$ cat config.mk
export PLATFORM = sky130hd
export DESIGN_NAME = b200_reset_sequencer
export DESIGN_NICKNAME = d
export VERILOG_FILES = /design/src/rtl/b200_reset_sequencer.sv
export SDC_FILE = /design/constraint.sdc
export NUM_CORES = 1
export LEC_CHECK = 0
export ABC_AREA = 1
export CAP_MARGIN = 10
export CORE_MARGIN = 5
export CORE_UTILIZATION = 51
export CTS_CLUSTER_SIZE = 40
export DETAILED_ROUTE_END_ITERATION = 10
export PLACE_DENSITY = 0.75
export SETUP_SLACK_MARGIN = 0.05
export SLEW_MARGIN = 20
export SYNTH_ARGS = -nofsm -noshare
export SYNTH_HDL_FRONTEND = slang
export SYNTH_SLANG_ARGS = --single-unit
$ cat constraint.sdc
create_clock -name bus_clk -period 1.76 [get_ports bus_clk]
set_input_delay 0.528 -clock bus_clk [delete_from_list [all_inputs] [get_ports bus_clk]]
set_output_delay 0.528 -clock bus_clk [all_outputs]
set_load 0.005 [all_outputs]
$ cat src/rtl/b200_reset_sequencer.sv
// Clock-ready / reset sequencer: filters PLL lock, then releases GPIF, bus and radio resets in order.
// Optional build macro RESET_SEQ_LOSS_CNT_EN enables the saturating RUN lock-loss counter.
module b200_reset_sequencer #(
    parameter int HOLD_CYCLES = 65535,
    parameter int LOCK_FILTER = 16,
    parameter int STAGE_GAP   = 16
) (
    input  logic       bus_clk,
    input  logic       reset_global,
    input  logic       locked,
    input  logic       sw_reset_req,
    input  logic       clear_sticky,
    output logic       gpif_rst_req,
    output logic       bus_rst_req,
    output logic       radio_rst_req,
    output logic       clocks_ready,
    output logic [2:0] seq_state,
    output logic       lock_lost_sticky,
    output logic [7:0] lock_loss_count
);

    typedef enum logic [2:0] {
        WAIT_LOCK = 3'd0,
        HOLD      = 3'd1,
        REL_GPIF  = 3'd2,
        REL_BUS   = 3'd3,
        REL_RADIO = 3'd4,
        RUN       = 3'd5
    } state_t;

    localparam int CNT_MAX = (HOLD_CYCLES > STAGE_GAP) ? HOLD_CYCLES : STAGE_GAP;
    localparam int CNT_W   = $clog2(CNT_MAX + 1);
    localparam int FLT_W   = $clog2(LOCK_FILTER + 1);

    localparam logic [CNT_W-1:0] HOLD_LAST = CNT_W'(HOLD_CYCLES - 1);
    localparam logic [CNT_W-1:0] GAP_LAST  = CNT_W'(STAGE_GAP - 1);
    localparam logic [FLT_W-1:0] FLT_FULL  = FLT_W'(LOCK_FILTER);

    logic [1:0]       sync_q;
    logic [FLT_W-1:0] filt_q;
    logic [CNT_W-1:0] cnt_q, cnt_d;
    state_t           state_q, state_d;
    logic             lock_s, lock_ok, loss_run;

    assign lock_s  = sync_q[1];
    // Qualified by lock_s so a low sample drops lock_ok before the counter clears.
    assign lock_ok = lock_s && (filt_q == FLT_FULL);

    always_comb begin
        state_d = state_q;
        cnt_d   = cnt_q + CNT_W'(1);
        case (state_q)
            WAIT_LOCK: begin
                cnt_d = '0;
                if (lock_ok) state_d = HOLD;
            end
            HOLD: begin
                if (!lock_ok)                 state_d = WAIT_LOCK;
                else if (sw_reset_req)        cnt_d   = '0;
                else if (cnt_q == HOLD_LAST)  state_d = REL_GPIF;
            end
            REL_GPIF: begin
                if (!lock_ok)                 state_d = WAIT_LOCK;
                else if (sw_reset_req)        state_d = HOLD;
                else if (cnt_q == GAP_LAST)   state_d = REL_BUS;
            end
            REL_BUS: begin
                if (!lock_ok)                 state_d = WAIT_LOCK;
                else if (sw_reset_req)        state_d = HOLD;
                else if (cnt_q == GAP_LAST)   state_d = REL_RADIO;
            end
            REL_RADIO: begin
                if (!lock_ok)                 state_d = WAIT_LOCK;
                else if (sw_reset_req)        state_d = HOLD;
                else if (cnt_q == GAP_LAST)   state_d = RUN;
            end
            RUN: begin
                cnt_d = '0;
                if (!lock_ok)                 state_d = WAIT_LOCK;
                else if (sw_reset_req)        state_d = HOLD;
            end
            default: begin
                state_d = WAIT_LOCK;
                cnt_d   = '0;
            end
        endcase
        // Every state change starts the next interval from zero.
        if (state_d != state_q) cnt_d = '0;
    end

    assign loss_run  = (state_q == RUN) && (state_d == WAIT_LOCK);
    assign seq_state = state_q;

    always_ff @(posedge bus_clk or posedge reset_global) begin
        if (reset_global) begin
            sync_q           <= '0;
            filt_q           <= '0;
            cnt_q            <= '0;
            state_q          <= WAIT_LOCK;
            gpif_rst_req     <= 1'b1;
            bus_rst_req      <= 1'b1;
            radio_rst_req    <= 1'b1;
            clocks_ready     <= 1'b0;
            lock_lost_sticky <= 1'b0;
        end else begin
            sync_q  <= {sync_q[0], locked};
            if (!lock_s)
                filt_q <= '0;
            else if (filt_q != FLT_FULL)
                filt_q <= filt_q + FLT_W'(1);
            cnt_q   <= cnt_q_next();
            state_q <= state_d;
            // Outputs decode state_d so they move on the same edge as seq_state.
            gpif_rst_req  <= !(state_d == REL_GPIF || state_d == REL_BUS ||
                               state_d == REL_RADIO || state_d == RUN);
            bus_rst_req   <= !(state_d == REL_BUS || state_d == REL_RADIO || state_d == RUN);
            radio_rst_req <= !(state_d == REL_RADIO || state_d == RUN);
            clocks_ready  <= (state_d == RUN);
            if (loss_run)
                lock_lost_sticky <= 1'b1;
            else if (clear_sticky)
                lock_lost_sticky <= 1'b0;
        end
    end

    function automatic logic [CNT_W-1:0] cnt_q_next();
        return cnt_d;
    endfunction

`ifdef RESET_SEQ_LOSS_CNT_EN
    logic [7:0] loss_cnt_q;

    always_ff @(posedge bus_clk or posedge reset_global) begin
        if (reset_global)
            loss_cnt_q <= 8'h00;
        else if (loss_run && loss_cnt_q != 8'hFF)
            loss_cnt_q <= loss_cnt_q + 8'h01;
    end

    assign lock_loss_count = loss_cnt_q;
`else
    assign lock_loss_count = 8'h00;
`endif

endmodule
Yosys cells after proc, flatten, opt, wreduce, memory -nomap -nowiden
Cells that the tools add are included.
{"block": "op_classes", "addsub": 2, "eq_ne": 15, "muxes": 24, "n_reduce_logical": 15}
{"operator": "16-bit two-way mux", "count": 3}
{"operator": "3-bit two-way mux", "count": 15}
{"operator": "16-bit case mux with 2 select lines", "count": 1}
{"operator": "3-bit case mux with 6 select lines", "count": 1}
{"operator": "16-bit by 1-bit adder with 16-bit output (second input constant)", "count": 1}
{"operator": "16-bit equality test (second input constant)", "count": 1}
{"operator": "16-bit by 4-bit equality test with 1-bit output (second input constant)", "count": 1}
{"operator": "3-bit by 2-bit equality test with 1-bit output (second input constant)", "count": 4}
{"operator": "3-bit equality test (second input constant)", "count": 4}
{"operator": "5-bit two-way mux", "count": 2}
{"operator": "3-bit zero test", "count": 2}
{"operator": "1-bit logical OR", "count": 6}
{"operator": "5-bit by 1-bit adder with 5-bit output (second input constant)", "count": 1}
{"operator": "5-bit equality test (second input constant)", "count": 1}
{"operator": "5-bit != test (second input constant)", "count": 1}
{"operator": "3-bit by 1-bit equality test with 1-bit output (second input constant)", "count": 1}
{"operator": "1-bit zero test", "count": 3}
{"operator": "3-bit != test", "count": 1}
{"operator": "3-bit OR reduction", "count": 1}
{"operator": "1-bit logical AND", "count": 2}
{"operator": "1-bit two-way mux", "count": 2}
{"operator": "2-bit by 1-bit != test with 1-bit output (second input constant)", "count": 1}
{"operator": "2-bit nonzero test", "count": 1}
{"block": "totals", "regBits": 31, "input_bits": 5, "output_inout_bits": 16}

Longest topological paths before layout
{"block": "depth", "word_depth": 10, "ltp_mapped": 15, "mapped_depth_nobuf": 14}

Worst setup path after synthesis
OpenSTA, ideal clock, no wires.
{"block": "synth_path", "kind": "register to register", "start": "reg filt_q[0]", "end": "reg cnt_q[5]", "setup_time_ps": 138, "arrival_ps": 1651, "t_required_ps": 1622, "slack_ps": -29, "stages_incl_launch_ff": 13, "n_path_buf": 1, "synth_period_minus_slack_ps": 1789, "path_cell_list": "dfrtp_1 > inv_1 > ha_1 > nand4_4 > a21oi_4 > nand3_2 > nand2_1 > nand2_1 > nand2_1 > nor2_4 > nand2_4 > buf_12 > nor2_4"}
{"block": "synth_via", "elab_chain_cells": 6, "elab_cells_between_ends": 13}
{"item": "from (decl)", "line_no": "40", "source": "logic [FLT_W-1:0] filt_q;"}
{"item": "from (signal assigned)", "line_no": "110", "source": "filt_q <= filt_q + FLT_W'(1);"}
{"item": "5-bit equality test *", "line_no": "47", "source": "assign lock_ok = lock_s && (filt_q == FLT_FULL);"}
{"item": "1-bit logical AND *", "line_no": "47"}
{"item": "3-bit two-way mux (tied with other cells)", "line_no": "79", "source": "if (!lock_ok) state_d = WAIT_LOCK;"}
{"item": "3-bit case mux with 6 select lines", "line_no": "52", "source": "case (state_q)"}
{"item": "3-bit != test", "line_no": "88", "source": "if (state_d != state_q) cnt_d = '0;"}
{"item": "16-bit two-way mux *", "line_no": "88"}
{"item": "net cnt_d[5]", "line_no": "41", "source": "logic [CNT_W-1:0] cnt_q, cnt_d;"}
{"item": "to (signal assigned)", "line_no": "111", "source": "cnt_q <= cnt_q_next();"}
{"item": "to (decl)", "line_no": "41"}
The timed path passes the listed nets; every way through them passes the cells marked *.
A chain may end at the register's enable or synchronous reset.

Final worst setup path
{"block": "layout_path", "start": "reg cnt_q[1]", "end": "reg cnt_q[9]"}
{"block": "layout_via", "elab_chain_cells": 7, "elab_cells_between_ends": 21}
{"item": "branches (longest 6 deep; another with 16-bit by 1-bit adder with 16-bit output)"}
{"item": "16-bit two-way mux *", "line_no": "88"}
{"item": "net cnt_d[9]", "line_no": "41"}
Mark *: on every way through the listed nets, which the timed path passes.

==> results.sh <==
export IMPL_numCtsBuffers=5
export IMPL_row_count=22
export IMPL_rsz0062_at_grt="true"
export IMPL_die_y_um=72.4
export IMPL_status="finished, violations left"
export IMPL_synthToLayoutAreaGrowth_pct=32.9
export IMPL_fin_ws_ns=-0.112
export IMPL_setup_viol=16
export IMPL_clkLatencyLatePin_ns=0.29
export IMPL_drc=0
export IMPL_path_cells="buf_6, ha_4, nand2_2, inv_2, nand3_2, nor2_4, nor2_4, nor2_4, nand3_4, nand2_2, nand2_2, nand2_2, nand2_4, buf_12, nor2_4"
export IMPL_postRouteWirelength_um=4500
export IMPL_core_mm2=0.00372
export IMPL_violations="negative setup slack"
export IMPL_min_from="sync_q[0]"
export IMPL_hold_path_end="sync_q[1]"
export IMPL_seq_area_um2=781
export IMPL_startpoint_type="register"
export IMPL_crit_slowest_cell="dfrtp_1"
export IMPL_track_usage_pct=18.8
export IMPL_ys_seq_area_share_pct=39.2
export IMPL_endpoint_kind="register"
export IMPL_clock_sinks=31
export IMPL_grt_max_degree=32
export IMPL_avgSynthCellArea_um2=8.32
export IMPL_cts_root_buf="clkbuf_8"
export IMPL_clk_pin_slew_ns=0.06
export IMPL_fin_skew_ns=0.0143
export IMPL_yosysTopAreaCell="dfrtp_1"
export IMPL_ios=21
export IMPL_hpwlAfterDp_um=3010
export IMPL_tightest_slew_ns=0.576
export IMPL_ff2ff_path_depth=15
export IMPL_vias=1718
export IMPL_nFillCells=296
export IMPL_portBuffers=12
export IMPL_gp_congestion=0.967
export IMPL_placed_area_mm2=0.00236
export IMPL_r2r_end="cnt_q[9]"
export IMPL_yosys_warnings=0
export IMPL_hold_viol=0
export IMPL_htree_levels=2
export IMPL_min_path_type="reg -> reg"
export IMPL_synth_area_leaders="dfrtp_1, nor2_4, nand2_1"
export IMPL_grt_ovfl_total=0
export IMPL_worst_setup_path_type="reg -> reg"
export IMPL_ant_nets=0
export IMPL_p_leak_nw=1.21
export IMPL_irDropWorstVdd_mv=0.562
export IMPL_diodes=0
export IMPL_grt_pass1_wl_um=7570
export IMPL_wl_per_cell_um=13.2
export IMPL_final_cell_area_mm2=0.00264
export IMPL_post_route_util_pct=71.1
export IMPL_synth_seq_cells=31
export IMPL_start_util_pct=53.5
export IMPL_period_share_pct=106
export IMPL_holdBufCountCts=0
export IMPL_die_w_um=72.4
export IMPL_r2r_slack_ns=-0.11
export IMPL_dr_pass1_iters=5
export IMPL_path_max_fanout=7
export IMPL_crit_arrival_ns=2.09
export IMPL_drive_gt1_share_pct=39.9
export IMPL_cap_violations=0
export IMPL_post_route_min_period_ns=1.87
export IMPL_ys_types=35
export IMPL_drtIter0Drc=171
export IMPL_min_path_cells=0
export IMPL_slew_headroom_pct=61.1
export IMPL_maxSlewViolCount=0
export IMPL_critPathRequiredTime_ns=1.98
export IMPL_r2r_start="cnt_q[1]"
export IMPL_antenna_found_initial=0
export IMPL_fmax_mhz=534
export IMPL_synthCells=239
export IMPL_cp_slowest_stage_delay_ns=0.41
export IMPL_power_density_mw_per_mm2=510
export IMPL_grt_pass1_vias=1652
export IMPL_cts_buffer_depth=2
export IMPL_cts_tree="yes"
export IMPL_netlist_area_leader_share_pct=35.2
export IMPL_vias_per_cell=5.04
export IMPL_fin_nets=301
export IMPL_synth_area_mm2=0.00199
export IMPL_die_area_mm2=0.00525
export IMPL_multi_input_area_mm2=0.00116
==> kinds of logic after synthesis <==
logic type | count (synthesis) | share of synthesized area [%]
other | 1 | 0.189
buffers and inverters | 42 | 10.3
AND/OR/NAND/NOR | 140 | 40.5
XOR/XNOR | 3 | 1.32
AO/OA/AOI/OAI | 18 | 5.92
flip-flops | 31 | 39.2
adder cells (fa/ha/maj) | 4 | 2.52
==> cell usage in the layout (no fill, tap or decap), types with 2 or more instances in the layout <==
| master | synthesis | layout |
|---|---|---|
| nand2_1 | 40 | 35 |
| nand4_1 | 6 | 6 |
| nand3_2 | 3 | 4 |
| o21ai_0 | 9 | 9 |
| nor3_2 | 2 | 2 |
| ha_4 | 0 | 3 |
| nand2_2 | 5 | 10 |
| a21oi_4 | 1 | 2 |
| xor2_1 | 2 | 2 |
| inv_2 | 3 | 8 |
| dfrtp_1 | 28 | 27 |
| nor2_4 | 15 | 18 |
| nor3_1 | 2 | 2 |
| buf_6 | 0 | 6 |
| nand3_4 | 1 | 3 |
| nor2_1 | 27 | 18 |
| clkbuf_1 | 0 | 2 |
| buf_4 | 8 | 29 |
| inv_1 | 29 | 24 |
| dfstp_2 | 3 | 3 |
| buf_12 | 1 | 2 |
| dlygate4sd2_1 | 0 | 7 |
| clkbuf_8 | 0 | 5 |
| nand3_1 | 27 | 24 |
| nor2_2 | 4 | 10 |
| nand2_4 | 2 | 2 |
| clkdlybuf4s50_1 | 0 | 5 |
| or2_2 | 3 | 3 |
| conb_1 | 1 | 8 |
==> worst max path at each step <==
stage / start / end / cells after the start
6_report: cnt_q[1] / cnt_q[9] / 15
3_5_place_dp: sw_reset_req / cnt_q[5] / 12
3_3_place_gp: sw_reset_req / cnt_q[5] / 12
2_1_floorplan: cnt_q[1] / cnt_q[5] / 13
5_1_grt: cnt_q[10] / cnt_q[10] / 13
4_1_cts: cnt_q[1] / cnt_q[5] / 15
==> layer usage <==
metal | vias up | wire, um | global-route usage (%)
li1 | 857 | - | -
met1 | 809 | 2010 | 24.1
met2 | 43 | 2210 | 30.8
met3 | 9 | 186 | 4.16
met4 | 0 | 96 | 7.38
met5 | - | 0 | 0
==> cell type report <==
class	instances	share of cell area, %
multi-input combinational	173	44.0
inverter	32	4.55
clock buffer	7	2.89
clock inverter	1	0.189
tap	48	2.27
sequential	31	29.6
timing repair buffer	49	16.5
==> flip-flops by register name (all words and copies together) (netlist names) <==
signal	flops
radio_rst_req	1
gpif_rst_req	1
filt_q	5
cnt_q	16
lock_lost_sticky	1
bus_rst_req	1
clocks_ready	1
sync_q	2
seq_state	3
==> power breakdown <==
group	total [mW]	leakage, nW	internal (mW)	switching [mW]
logic	0.0683	0.756	0.0296	0.0387
registers	0.730	0.414	0.721	0.00895
clock network	0.549	0.0422	0.277	0.272
total	1.35	1.21	1.03	0.319
==> cells in the mapped netlist <==
cell	n
xnor2_1	1
nand2_1	40
nor2_4	15
a21oi_1	3
conb_1	1
nand4_1	6
o21ai_0	9
a21oi_4	1
buf_4	8
or2_2	3
or2_4	1
a31oi_1	1
o22ai_1	1
o311ai_0	1
o21bai_2	1
nand3_2	3
buf_2	1
xor2_1	2
nand4_4	1
nor2_1	27
inv_1	29
nor3_2	2
nor3_1	2
nand3b_1	1
buf_12	1
nand3_1	27
ha_1	4
dfrtp_1	28
nand3_4	1
nand2_4	2
a31o_2	1
inv_2	3
dfstp_2	3
nor2_2	4
nand2_2	5
==> metrics by stage <==
stage               setup WS (ns)  total power [mW]  hold slack, ns  instances  setup TNS, ns
finish                     -0.112              1.35           0.354        341          -1.62
global route               -0.241              1.41           0.378        341          -3.72
CTS                       -0.0892              1.37           0.356        336          -1.08
detailed placement         -0.419             0.812           0.341        324          -6.71
global placement           -0.347             0.810           0.336        324          -5.38
floorplan                  0.0516             0.795           0.331        246              0
==> timing repair <==
action / CTS / global route
gates resized for setup: 33 / 11
setup endpoints to repair: 23 / 18
gates cloned: 0 / 0
pin swaps: 5 / 10
buffers inserted: 5 / 5
==> critical path, delay by kind of cell, from the launching register on <==
kind          cells  cell delay [ns]
buf+inv           3             0.35
simple gates     11             0.91
flops             1             0.41
fa+ha+maj         1             0.14
Note: power is estimated with default switching activity, not from simulation.
